## src/rtl/mio_pkg.sv

```systemverilog
// mio_pkg: shared types and constants for the MIO bus arbiter.
//   state_t  - arbiter FSM states
//   GNT_CPU  - grant encoding for the CPU data port
//   GNT_DBG  - grant encoding for the debug/DMA requester
package mio_pkg;

    typedef enum logic [1:0] {
        ST_IDLE   = 2'b00,
        ST_ACCESS = 2'b01,
        ST_RESP   = 2'b10
    } state_t;

    localparam logic GNT_CPU = 1'b0;
    localparam logic GNT_DBG = 1'b1;

endpackage

```

## src/rtl/rr_arb2.sv

```systemverilog
// rr_arb2: combinational 2-way round-robin picker.
//   req0  in  CPU request
//   req1  in  debug request
//   last  in  requester granted most recently (GNT_CPU / GNT_DBG)
//   valid out at least one request present
//   gnt   out winner (GNT_CPU / GNT_DBG); meaningful only when valid
module rr_arb2
    import mio_pkg::*;
(
    input  logic req0,
    input  logic req1,
    input  logic last,
    output logic valid,
    output logic gnt
);

    assign valid = req0 | req1;

    // Under contention the side that did not win last time goes next,
    // which gives strict alternation when both keep requesting.
    always_comb begin
        gnt = GNT_CPU;
        if (req0 && req1)
            gnt = (last == GNT_CPU) ? GNT_DBG : GNT_CPU;
        else if (req1)
            gnt = GNT_DBG;
    end

endmodule

```

## src/rtl/mio_bus_arbiter.sv

```systemverilog
// mio_bus_arbiter: shares one data-memory/MIO port between the CPU data
// port and a debug/DMA requester. One transaction at a time:
// IDLE (arbitrate + latch) -> ACCESS for WAIT_CYCLES cycles -> RESP (ready).
//   clk, reset                  clock, synchronous active-high reset
//   cpu_req/we/addr/wdata       CPU request side
//   cpu_rdata, cpu_ready        CPU read data and one-cycle completion pulse
//   dbg_req/we/addr/wdata       debug request side
//   dbg_rdata, dbg_ready        debug read data and one-cycle completion pulse
//   mem_en/we/addr/wdata        registered memory command
//   mem_rdata                   memory read data, valid in last ACCESS cycle
module mio_bus_arbiter
    import mio_pkg::*;
#(
    parameter int WAIT_CYCLES = 2,
    parameter int ADDR_W      = 32,
    parameter int DATA_W      = 32
) (
    input  logic              clk,
    input  logic              reset,
    input  logic              cpu_req,
    input  logic              cpu_we,
    input  logic [ADDR_W-1:0] cpu_addr,
    input  logic [DATA_W-1:0] cpu_wdata,
    output logic [DATA_W-1:0] cpu_rdata,
    output logic              cpu_ready,
    input  logic              dbg_req,
    input  logic              dbg_we,
    input  logic [ADDR_W-1:0] dbg_addr,
    input  logic [DATA_W-1:0] dbg_wdata,
    output logic [DATA_W-1:0] dbg_rdata,
    output logic              dbg_ready,
    output logic              mem_en,
    output logic              mem_we,
    output logic [ADDR_W-1:0] mem_addr,
    output logic [DATA_W-1:0] mem_wdata,
    input  logic [DATA_W-1:0] mem_rdata
);

    localparam int CNT_W = $clog2(WAIT_CYCLES + 1);

    generate
        if (WAIT_CYCLES < 1) begin : g_bad_wait
            $error("mio_bus_arbiter: WAIT_CYCLES must be >= 1");
        end
    endgenerate

    state_t             state;
    logic [CNT_W-1:0]   cnt;
    logic               last_grant;
    logic               gnt_q;

    logic               arb_valid;
    logic               arb_gnt;

    rr_arb2 u_arb (
        .req0  (cpu_req),
        .req1  (dbg_req),
        .last  (last_grant),
        .valid (arb_valid),
        .gnt   (arb_gnt)
    );

    // mem_addr/mem_wdata/mem_we double as the latched copy of the granted
    // request, so they stay stable for the whole ACCESS phase regardless of
    // what the requester does with its inputs afterwards.
    always_ff @(posedge clk) begin
        if (reset) begin
            state      <= ST_IDLE;
            cnt        <= '0;
            last_grant <= GNT_DBG;
            gnt_q      <= GNT_CPU;
            mem_en     <= 1'b0;
            mem_we     <= 1'b0;
            mem_addr   <= '0;
            mem_wdata  <= '0;
            cpu_rdata  <= '0;
            dbg_rdata  <= '0;
            cpu_ready  <= 1'b0;
            dbg_ready  <= 1'b0;
        end else begin
            case (state)
                ST_IDLE: begin
                    cpu_ready <= 1'b0;
                    dbg_ready <= 1'b0;
                    if (arb_valid) begin
                        gnt_q      <= arb_gnt;
                        last_grant <= arb_gnt;
                        mem_en     <= 1'b1;
                        mem_we     <= (arb_gnt == GNT_DBG) ? dbg_we    : cpu_we;
                        mem_addr   <= (arb_gnt == GNT_DBG) ? dbg_addr  : cpu_addr;
                        mem_wdata  <= (arb_gnt == GNT_DBG) ? dbg_wdata : cpu_wdata;
                        cnt        <= CNT_W'(WAIT_CYCLES - 1);
                        state      <= ST_ACCESS;
                    end
                end
                ST_ACCESS: begin
                    if (cnt == '0) begin
                        // Last access cycle: memory data is valid now.
                        if (!mem_we) begin
                            if (gnt_q == GNT_CPU) cpu_rdata <= mem_rdata;
                            else                  dbg_rdata <= mem_rdata;
                        end
                        mem_en    <= 1'b0;
                        mem_we    <= 1'b0;
                        cpu_ready <= (gnt_q == GNT_CPU);
                        dbg_ready <= (gnt_q == GNT_DBG);
                        state     <= ST_RESP;
                    end else begin
                        cnt <= cnt - CNT_W'(1);
                    end
                end
                ST_RESP: begin
                    cpu_ready <= 1'b0;
                    dbg_ready <= 1'b0;
                    state     <= ST_IDLE;
                end
                default: begin
                    mem_en    <= 1'b0;
                    mem_we    <= 1'b0;
                    cpu_ready <= 1'b0;
                    dbg_ready <= 1'b0;
                    state     <= ST_IDLE;
                end
            endcase
        end
    end

endmodule

```

## config.mk

```make
export PLATFORM = sky130hd
export DESIGN_NAME = mio_bus_arbiter
export DESIGN_NICKNAME = d
export VERILOG_FILES = /design/src/rtl/mio_pkg.sv /design/src/rtl/rr_arb2.sv /design/src/rtl/mio_bus_arbiter.sv
export SDC_FILE = /design/constraint.sdc
export NUM_CORES = 1
export LEC_CHECK = 0
export ABC_CLOCK_PERIOD_IN_PS = 1610
export CORE_ASPECT_RATIO = 0.8
export CORE_MARGIN = 2
export CORE_UTILIZATION = 40
export CTS_BUF_LIST = sky130_fd_sc_hd__clkbuf_2 sky130_fd_sc_hd__clkbuf_4 sky130_fd_sc_hd__clkbuf_8
export DETAILED_ROUTE_END_ITERATION = 7
export DONT_BUFFER_PORTS = 1
export HOLD_SLACK_MARGIN = 0.06
export PLACE_DENSITY = 0.54
export REMOVE_ABC_BUFFERS = 1
export SLEW_MARGIN = 20
export SYNTH_ARGS = -nofsm -noshare
export SYNTH_HDL_FRONTEND = slang
export SYNTH_HIERARCHICAL = 1
export SYNTH_SLANG_ARGS = --single-unit
```

## constraint.sdc

```tcl
create_clock -name clk -period 1.61 [get_ports clk]
set_input_delay 0.322 -clock clk [delete_from_list [all_inputs] [get_ports clk]]
set_output_delay 0.322 -clock clk [all_outputs]
set_load 0.01 [all_outputs]
```

==> results of run 1 <==
-- metrics by stage --
step,hold WS [ns],area [um2]
final,-0.0000539,6900
after global routing,-0.0616,6900
after CTS,-0.0657,6880
after detailed placement,0.414,5990
after global placement,0.407,5990
after floorplan,0.391,5470
-- sequential cells by signal (all words and copies together), names as in the netlist --
name        count
mem_addr       32
last_grant      1
mem_we          1
state           2
cpu_ready       1
dbg_ready       1
mem_en          1
dbg_rdata      32
cpu_rdata      32
cnt             2
mem_wdata      32
gnt_q           1
-- area by class of cell --
cell class,instances,area (um2),area share (%)
flip-flops and latches,138,2770,40.1
clock buffers,25,332,4.80
well taps,180,225,3.26
repair buffers,65,743,10.8
clock inverters,6,85.1,1.23
multi-input cells,392,2740,39.7
inverters,3,11.3,0.163
-- cells in the final DEF, fill, tap and decap left out, types with 2 or more instances in the layout --
| cell type | instances |
|---|---|
| nor3_1 | 3 |
| inv_1 | 2 |
| nor3b_1 | 2 |
| dfxtp_2 | 2 |
| nand2b_1 | 35 |
| buf_4 | 9 |
| mux2i_1 | 129 |
| nor2_1 | 65 |
| clkbuf_4 | 2 |
| buf_12 | 9 |
| clkinv_2 | 2 |
| a211oi_1 | 67 |
| clkinvlp_4 | 2 |
| bufinv_16 | 2 |
| nand2_1 | 72 |
| clkbuf_8 | 23 |
| buf_6 | 2 |
| dlygate4sd3_1 | 44 |
| dfxtp_1 | 136 |
| a21oi_1 | 3 |
-- layer usage --
metal	wire length (um)	vias to the layer above	share of wire, %	track usage (%)
met5	0	-	0	0
met4	261	0	1.7	6.87
met3	1120	17	7.4	7.02
met2	7510	173	49	33.7
met1	6300	1996	41	23.0
li1	-	2106	-	-
-- power groups by stage --
stage	combinational [mW]	clock (mW)	sequential [mW]
6_report	1.22	2.92	4.12
5_1_grt	1.36	3.16	4.15
4_1_cts	1.22	3.01	4.13
3_5_place_dp	1.12	0	4.20
3_3_place_gp	1.08	0	4.20
2_1_floorplan	0.950	0	4.10
-- how the worst max path moves through the flow --
stage,from,end,slack [ns],cells past startpoint
after global routing,last_grant$_SDFFE_PP1P_,mem_we$_SDFFE_PP0P_,0.006,5
after global placement,dbg_req,mem_addr[24]$_SDFFE_PP0P_,0.02,6
after CTS,cnt[0]$_SDFFE_PP0P_,dbg_rdata[29]$_SDFFE_PP0P_,0.008,6
after floorplan,dbg_req,gnt_q$_SDFFE_PP0P_,-6.54,4
after detailed placement,dbg_req,mem_wdata[27]$_SDFFE_PP0P_,-0.02,5
final,cnt[0]$_SDFFE_PP0P_,state[1]$_SDFFE_PP0P_,0.07,5
-- worst register-to-register path: cells and delay by family, from the launching register on --
family	cells	cell delay, ns
buf+inv	3	0.75
flops	1	0.34
fa+ha+maj	1	0.21
simple gates	1	0.13
-- repair_timing --
action                     CTS  global route
cloned                       1             0
pin swaps                    0             1
setup endpoints to repair    1            55
resized for setup            0             7
hold endpoints to repair   134            72
-- kinds of logic (layout without fill, tap and decap cells) --
logic type / Yosys count / after routing / synth area share [%]
compound gates: 76 / 76 / 9.88
fa+ha+maj: 2 / 2 / 0.440
buf+inv: 51 / 99 / 3.94
flops: 138 / 138 / 48.6
mux: 129 / 129 / 22.7
simple gates: 185 / 185 / 14.5
==> qor.yml, run 1 <==
status:
  run_status: "finished with violations"
  violations: "negative hold slack"
hold_path:
  min-delay-start: "reset"
  hold_end: "dbg_ready$_SDFFE_PP0N_"
  hold_path_depth: 1
  hold_class: "input port to flip-flop"
critical_path:
  worstPathMaxFanout: 5
  worstSetupPathType: "flip-flop to flip-flop"
  reg2reg_slack_ns: 0.07
  rr_worst_depth: 5
  cpMaxStageDelayCell: "dlygate4sd3_1"
  cp_cell_sequence: "inv_1 > ha_1 > buf_4 > nor3b_1 > dlygate4sd3_1"
  end_kind: "flip-flop"
  crit_arrival_ns: 1.85
  reg2reg_to: "state[1]$_SDFFE_PP0P_"
  path_buf_inv: 3
  critPathTopFamily: "buffers and inverters"
  start_kind: "flip-flop"
  required_ns: 1.93
  r2r-start: "cnt[0]$_SDFFE_PP0P_"
  worst_path_largest_cell_delay_ns: 0.54
power_and_ir_drop:
  power-per-cell-area_nw_per_um2: 1200
  seqPwrFrac_pct: 49.9
  power.total_mw: 8.25
  clockPowerShare_pct: 35.4
  netSwitchingFraction_pct: 27.5
  p_sw_mw: 2.27
  pwr-share-comb_pct: 14.7
  p_int_mw: 5.98
  leakagePower_nw: 2.76
  ir_worst_vdd_v: 0.000637
routing:
  vias: 4292
  drc_errors: 0
  viasPerCell: 5.31
  dr.pass1.iters: 4
  drt_iter0_markers: 238
  drt-total-wl_mm: 15.2
  routedWlPerCell_um: 18.8
  ant_nets: 0
sta:
  grt_setup_unrepaired: "false"
  clock.fmax_mhz: 650
  fin_crit_ns: 1.54
  setup_slack_ns: 0.0717
  setup_viol: 0
  relSlewSlack_pct: 81.1
  setup_tns_ns: 0
  maxSlewViolCount: 0
  worstMarginPinSlew_ns: 0.275
  finalHoldViolations: 1
  holdWs_ns: -0.0000539
  timing.final.crit_share_pct: 95.5
  clock_skew_ns: 0.00853
global_routing:
  grt_overflow_total: 0
  track_usage_pct: 19.9
  grt_pass1_wl_mm: 23.1
  grt_max_degree: 106
  grt_pass1_vias: 4209
  antenna_found_initial: 0
yosys:
  synthTopCellsByArea: "dfxtp_1, mux2i_1, a211oi_1"
  syn_area_um2: 5690
  synthCells: 581
  ys_seq_area_share_pct: 48.6
  synthArstFlopShare_pct: 0
  synth-seq-cells: 138
  yosys-top-cells-count: "dfxtp_1, mux2i_1, nand2_1"
  avgSynthCellArea_um2: 9.79
  yosys.cell_types.count: 27
  yosys.area.top_type_share_pct: 48.6
  synth_warnings: 6
  ys.flop_type: "dfxtp_1"
  yosysMostFrequentCell: "dfxtp_1"
  synth_edf_count: 0
  synth_top_cell_by_area: "dfxtp_1"
clock_tree:
  hold_buffers: 44
  h-tree-depth: 4
  cts_tree: "done"
  clock-sinks: 138
  cts_buffer_depth: 2
  root_buffer: "clkbuf_8"
  cts_buffers: 17
  clkLatencyLatePin_ns: 0.43
  cts_setup_buffers: 0
  clkTransAtPathRegs_ns: 0.07
place:
  hpwlAfterDp_mm: 10.4
  pre_cts_ws_ns: -0.0161
  port_buffers: 0
  gp_congestion: 0.802
  dp.cells: 733
final_layout:
  layout-drive-gt1-share_pct: 10.0
  final_cells: 809
  num-nets-final: 785
  final_util_pct: 50.2
  diodes: 0
  syn_to_final_growth_pct: 21.4
  nFillCells: 1248
floorplan:
  initial_core_util_pct: 41.4
  core_area_um2: 13700
  rows: 38
  die_area_um2: 15200
  die_w_um: 137
  die_y_um: 111
  pin_count: 298
job:
  maxCapViolCount: 0
Power figures use the tool's default switching activity.
==> inputs of run 2 (changes only) <==
Settings changed: ABC_CLOCK_PERIOD_IN_PS 1610 to 1800, PLACE_DENSITY 0.54 to 0.52, SETUP_SLACK_MARGIN set to 0.2.
Clock period 1.61 ns to 1.8 ns, I/O delays scaled along.
==> run 2 against run 1 <==
  * The flow now finishes without violations
  * Clock-buffer cell count shrank 3
  * Cell area shrank 5.5%
  * Total power shrank 9.9%
  * Via count shrank 5.9%
  * Highest routed layer unchanged
  * Largest power group unchanged
  * Sequential power shrank 11%
  * Clock power shrank 3%
  * Critical path type unchanged
==> qor.yml, run 2 (synthesis gave the netlist of run 1 again) <==
final_layout:
  layout-drive-gt1-share_pct: 9.93  # -0.083 points
  num-nets-final: 749  # -4.6%
  diodes: 0  # unchanged
  syn_to_final_growth_pct: 14.7
  final_common_cell: "dfxtp_1"
  final_cell_mix: "dfxtp_1, mux2i_1, nand2_1, a211oi_1, nor2_1"
  nFillCells: 1289  # +3.3%
  final_cells: 774  # -4.3%
floorplan:
  die_area_um2: 15200  # unchanged
  initial_core_util_pct: 41.4  # unchanged
  pin_count: 298  # unchanged
  core_area_um2: 13700  # unchanged
  rows: 38  # unchanged
  die_w_um: 137  # unchanged
  die_y_um: 111  # unchanged
sta:
  setup_viol: 0  # unchanged
  finalHoldViolations: 0  # -1
  timing.final.crit_share_pct: 84.5  # -11 points
  fin_crit_ns: 1.52  # -0.0164 ns
  worstMarginPinSlew_ns: 0.439  # +0.164 ns
  relSlewSlack_pct: 70.7  # -10 points
  clock_skew_ns: 0.0105  # +0.00196 ns
  clock.fmax_mhz: 657  # +1.1%
  maxSlewViolCount: 0  # unchanged
  setup_slack_ns: 0.278  # +0.206 ns
  grt_setup_unrepaired: "true"
  setup_tns_ns: 0  # unchanged
place:
  hpwlAfterDp_mm: 9.74  # -6.4%
  gp_congestion: 0.744  # -7.3%
  port_buffers: 0  # unchanged
  dp.cells: 724  # -1.2%
  pre_cts_ws_ns: 0.0691  # +0.0852 ns
critical_path:
  rr_worst_depth: 5  # unchanged
  start_kind: "flip-flop"
  worstPathMaxFanout: 5  # unchanged
  worstSetupPathType: "flip-flop to flip-flop"
  end_kind: "flip-flop"
  required_ns: 2.12  # +0.19 ns
  crit_arrival_ns: 1.84  # about the same
routing:
  dr.pass1.iters: 4  # unchanged
  ant_nets: 0  # unchanged
  vias: 4038  # -5.9%
  routedWlPerCell_um: 17.9  # -4.7%
  drc_errors: 0  # unchanged
  drt-total-wl_mm: 13.9  # -8.8%
  viasPerCell: 5.22  # -1.7%
  drt_iter0_markers: 173  # -27%
power_and_ir_drop:
  ir_worst_vdd_v: 0.000613  # -3.8%
  power.total_mw: 7.44  # -9.9%
  power-per-cell-area_nw_per_um2: 1140  # -4.6%
  leakagePower_nw: 2.62  # -5.1%
hold_path:
  hold_path_depth: 2  # +1
  hold_class: "input port to flip-flop"
global_routing:
  grt_max_degree: 106  # unchanged
  track_usage_pct: 17.5  # -2.4 points
  grt_pass1_vias: 3783  # -10%
  grt_pass1_wl_mm: 20.4  # -12%
  grt_overflow_total: 0  # unchanged
  antenna_found_initial: 0  # unchanged
clock_tree:
  cts_buffers: 17  # unchanged
  clkLatencyLatePin_ns: 0.44  # about the same
  cts_setup_buffers: 0  # unchanged
  cts_buffer_depth: 2  # unchanged
  clkTransAtPathRegs_ns: 0.08  # about the same
  h-tree-depth: 4  # unchanged
  root_buffer: "clkbuf_8"
  cts_tree: "done"
  clock-sinks: 138  # unchanged
status:
  run_status: "finished, final reports clean"
job:
  maxCapViolCount: 0  # unchanged
## run 2: cell count changes in the layout (fill, tap and decap cells not counted), moves of 2 or more
cell	previous run	this run
nor3b_2	0	2
bufinv_16	2	4
buf_12	9	2
clkbuf_8	23	20
buf_4	9	6
dlygate4sd3_1	44	17
clkinv_4	0	2
## run 2: critical path, stage by stage (launching register included)
cell,delay [ns]
dfxtp_2,0.34
inv_1,0.06
ha_2,0.18
buf_4,0.14
nor3b_2,0.14
dlygate4sd3_1,0.55
## run 2: metal layers
| layer | track usage, % | wire length [um] | up-vias |
|---|---|---|---|
| met2 | 30.1 | 6940 | 176 |
| met3 | 7.07 | 1270 | 14 |
| met5 | 0 | 0 | - |
| met4 | 5.09 | 175 | 0 |
| li1 | - | - | 2032 |
| met1 | 19.7 | 5480 | 1816 |
## run 2: path summary, 6_finish.rpt
| path | from | end | slack (ns) |
|---|---|---|---|
| worst max-delay path | cnt[0]$_SDFFE_PP0P_ | state[1]$_SDFFE_PP0P_ | 0.28 |
| worst min-delay path | mem_rdata[9] | cpu_rdata[9]$_SDFFE_PP0P_ | 0.09 |
| worst max register to register | cnt[0]$_SDFFE_PP0P_ | state[1]$_SDFFE_PP0P_ | 0.28 |
| worst min register to register | cnt[0]$_SDFFE_PP0P_ | cnt[0]$_SDFFE_PP0P_ | 0.44 |
## run 2: layout make-up
class / count / area (um2) / share of cell area, %
clock inverter: 10 / 164 / 2.51
tap: 180 / 225 / 3.45
timing repair buffer: 29 / 314 / 4.81
multi-input combinational: 392 / 2750 / 42.2
sequential: 138 / 2770 / 42.4
clock buffer: 22 / 290 / 4.45
inverter: 3 / 11.3 / 0.173
## run 2: through the flow
step | hold slack, ns | area, um2 | util [%]
finish | 0.0913 | 6520 | 47.5
detailed placement | 0.448 | 5850 | 42.6
floorplan | 0.429 | 5470 | -
global placement | 0.453 | 5850 | 42.6
CTS | -0.0347 | 6460 | 47.0
global route | -0.0441 | 6520 | 47.5
## run 2: repair_timing
item	in CTS	in global routing
hold buffers	15	2
pin swaps	0	1
cloned	0	1
hold endpoints to repair	95	74
setup endpoints to repair	29	36
gates resized for setup	3	9
## run 2: power breakdown
group | switching [mW] | internal [mW]
Sequential | 0.346 | 3.33
Combinational | 0.497 | 0.430
Clock | 1.18 | 1.66
==> inputs of run 3 (changes only) <==
Settings changed: ABC_CLOCK_PERIOD_IN_PS 1800 to 1500.
Clock period 1.8 ns to 1.5 ns, I/O delays scaled along.
==> run 3 against run 2 <==
  * The flow now finishes with violations (negative hold slack)
  * Register-to-register slack lost 0.26 ns
  * Maximum frequency increased by 2.6%
  * Sequential power increased by 21%
  * Sequential cell count stayed put
  * Sequential share of layout area fell by 10 points
  * Cell area rose by 31%
  * First-iteration DRC count shrank 1.2%
  * Largest cell class is now multi-input combinational cells
  * Largest power group unchanged
  * Highest routed layer unchanged
==> qor.yml, run 3 (synthesis gave the netlist of run 1 again) <==
status:
  run_status: "finished with violations"
  violations: "negative hold slack"
clock_tree:
  cts_tree: "done"
  cts_buffers: 17  # unchanged
  root_buffer: "clkbuf_8"
  clkLatencyLatePin_ns: 0.45  # about the same
  hold_buffers: 59  # +44
  cts_buffer_depth: 2  # unchanged
  h-tree-depth: 4  # unchanged
  clkTransAtPathRegs_ns: 0.08  # about the same
  clock-sinks: 138  # unchanged
final_layout:
  final_util_pct: 62.2  # +15 points
  final_cell_mix: "dfxtp_1, mux2i_1, nand2_1, dlygate4sd3_1, nor2_1"
  final_cells: 885  # +14%
  diodes: 0  # unchanged
  layout-drive-gt1-share_pct: 30.2  # +20 points
  syn_to_final_growth_pct: 50.2
  num-nets-final: 860  # +15%
  final_common_cell: "dfxtp_1"
sta:
  relSlewSlack_pct: 76.2  # +5.5 points
  timing.final.crit_share_pct: 98.8  # +14 points
  finalHoldViolations: 21  # +21
  clock.fmax_mhz: 674  # +2.6%
  grt_setup_unrepaired: "true"
  worstMarginPinSlew_ns: 0.356  # -0.0831 ns
  fin_crit_ns: 1.48  # -0.0392 ns
  setup_slack_ns: 0.0173  # -0.261 ns
  setup_viol: 0  # unchanged
  clock_skew_ns: 0.00966  # -0.000827 ns
  maxSlewViolCount: 0  # unchanged
  holdWs_ns: -0.0593  # -0.151 ns
routing:
  drt-total-wl_mm: 17.9  # +29%
  vias: 4712  # +17%
  routedWlPerCell_um: 20.2  # +13%
  dr.pass1.iters: 4  # unchanged
  viasPerCell: 5.32  # +2.1%
  ant_nets: 0  # unchanged
  drc_errors: 0  # unchanged
  drt_iter0_markers: 171  # -1.2%
place:
  gp_congestion: 0.736  # -0.99%
  hpwlAfterDp_mm: 10.1  # +3.8%
  port_buffers: 0  # unchanged
  pre_cts_ws_ns: -0.0403  # -0.109 ns
  dp.cells: 737  # +1.8%
global_routing:
  track_usage_pct: 21.7  # +4.2 points
  grt_overflow_total: 0  # unchanged
  antenna_found_initial: 0  # unchanged
  grt_pass1_vias: 4569  # +21%
  grt_max_degree: 106  # unchanged
  grt_pass1_wl_mm: 25.0  # +23%
power_and_ir_drop:
  power-per-cell-area_nw_per_um2: 1160  # +1.5%
  leakagePower_nw: 3.36  # +28%
  power.total_mw: 9.89  # +33%
  ir_worst_vdd_v: 0.000654  # +6.7%
floorplan:
  die_y_um: 111  # unchanged
  core_area_um2: 13700  # unchanged
  rows: 38  # unchanged
  initial_core_util_pct: 41.4  # unchanged
  die_w_um: 137  # unchanged
  pin_count: 298  # unchanged
  die_area_um2: 15200  # unchanged
hold_path:
  hold_end: "mem_wdata[27]$_SDFFE_PP0P_"
  hold_class: "input port to flip-flop"
  hold_path_depth: 1  # -1
  min-delay-start: "reset"
critical_path:
  reg2reg_slack_ns: 0.02  # -0.26 ns
  worst_path_largest_cell_delay_ns: 0.49  # -0.06 ns
  r2r-start: "cnt[0]$_SDFFE_PP0P_"
  critPathTopFamily: "simple AND/OR/NAND/NOR gates"
  required_ns: 1.86  # -0.26 ns
  start_kind: "flip-flop"
  path_buf_inv: 2  # -1
  end_kind: "flip-flop"
  cpMaxStageDelayCell: "or4b_4"
  crit_arrival_ns: 1.85  # about the same
  crit_start: "cnt[0]$_SDFFE_PP0P_"
  worstPathMaxFanout: 12  # +7
  worstSetupPathType: "flip-flop to flip-flop"
  reg2reg_to: "cpu_rdata[7]$_SDFFE_PP0P_"
  cp_cell_sequence: "inv_2 > ha_4 > or4b_4 > buf_12 > mux2i_1"
  rr_worst_depth: 5  # unchanged
job:
  maxCapViolCount: 0  # unchanged
## run 3: cell count changes in the layout (fill, tap and decap cells not counted), moves of 8 or more
cell | before | now
a211oi_1 | 67 | 16
a211oi_2 | 0 | 51
dlygate4sd3_1 | 17 | 59
buf_6 | 3 | 29
buf_16 | 0 | 14
mux2i_1 | 129 | 117
buf_12 | 2 | 13
nor2_1 | 65 | 56
mux2i_2 | 0 | 8
## run 3: timing repair
action	in CTS	in global routing
pin swaps	41	29
resized for setup	80	96
gates cloned	16	8
hold endpoints to repair	137	73
setup endpoints to repair	131	134
buffers inserted	27	6
## run 3: worst reg2reg max path, cell delays in order (launching register included)
cell and delay, ns:
dfxtp_2 0.33, inv_2 0.09, ha_4 0.14, or4b_4 0.49, buf_12 0.18, mux2i_1 0.18
## run 3: routing by layer
layer | track usage, % | vias to the layer above | share of wire [%]
met1 | 24.8 | 2246 | 40
met5 | 0 | - | 0
met4 | 6.87 | 0 | 2.1
met2 | 37.2 | 195 | 51
li1 | - | 2246 | -
met3 | 7.99 | 25 | 7.3
## run 3: worst max-delay path by stage
stage	endpoint	slack, ns	cells past startpoint
global placement	cpu_rdata[1]$_SDFFE_PP0P_	0.02	5
CTS	cpu_rdata[7]$_SDFFE_PP0P_	0.05	5
floorplan	gnt_q$_SDFFE_PP0P_	-6.62	4
finish	cpu_rdata[7]$_SDFFE_PP0P_	0.02	5
detailed placement	dbg_rdata[29]$_SDFFE_PP0P_	-0.04	6
global route	mem_wdata[11]$_SDFFE_PP0P_	-0.006	5
## run 3: where the power goes
part	leakage, nW	internal (mW)	switching (mW)
Sequential	1.13	4.00	0.434
Clock	0.199	1.60	1.44
Combinational	2.02	1.39	1.03
Total	3.36	6.98	2.91
## run 3: metrics by stage
stage | instance area, um2 | TNS, ns
global route | 8540 | -0.00798
floorplan | 5470 | -504.33
detailed placement | 5990 | -0.357
global placement | 5990 | 0
CTS | 7870 | 0
finish | 8540 | 0
## run 3: layout make-up
class | count | area (um2)
Clock inverter | 11 | 120
Clock buffer | 21 | 277
Tap cell | 180 | 225
Inverter | 3 | 13.8
Multi-Input combinational cell | 392 | 3220
Fill cell | 1092 | 5200
Timing Repair Buffer | 140 | 1920
Sequential cell | 138 | 2770
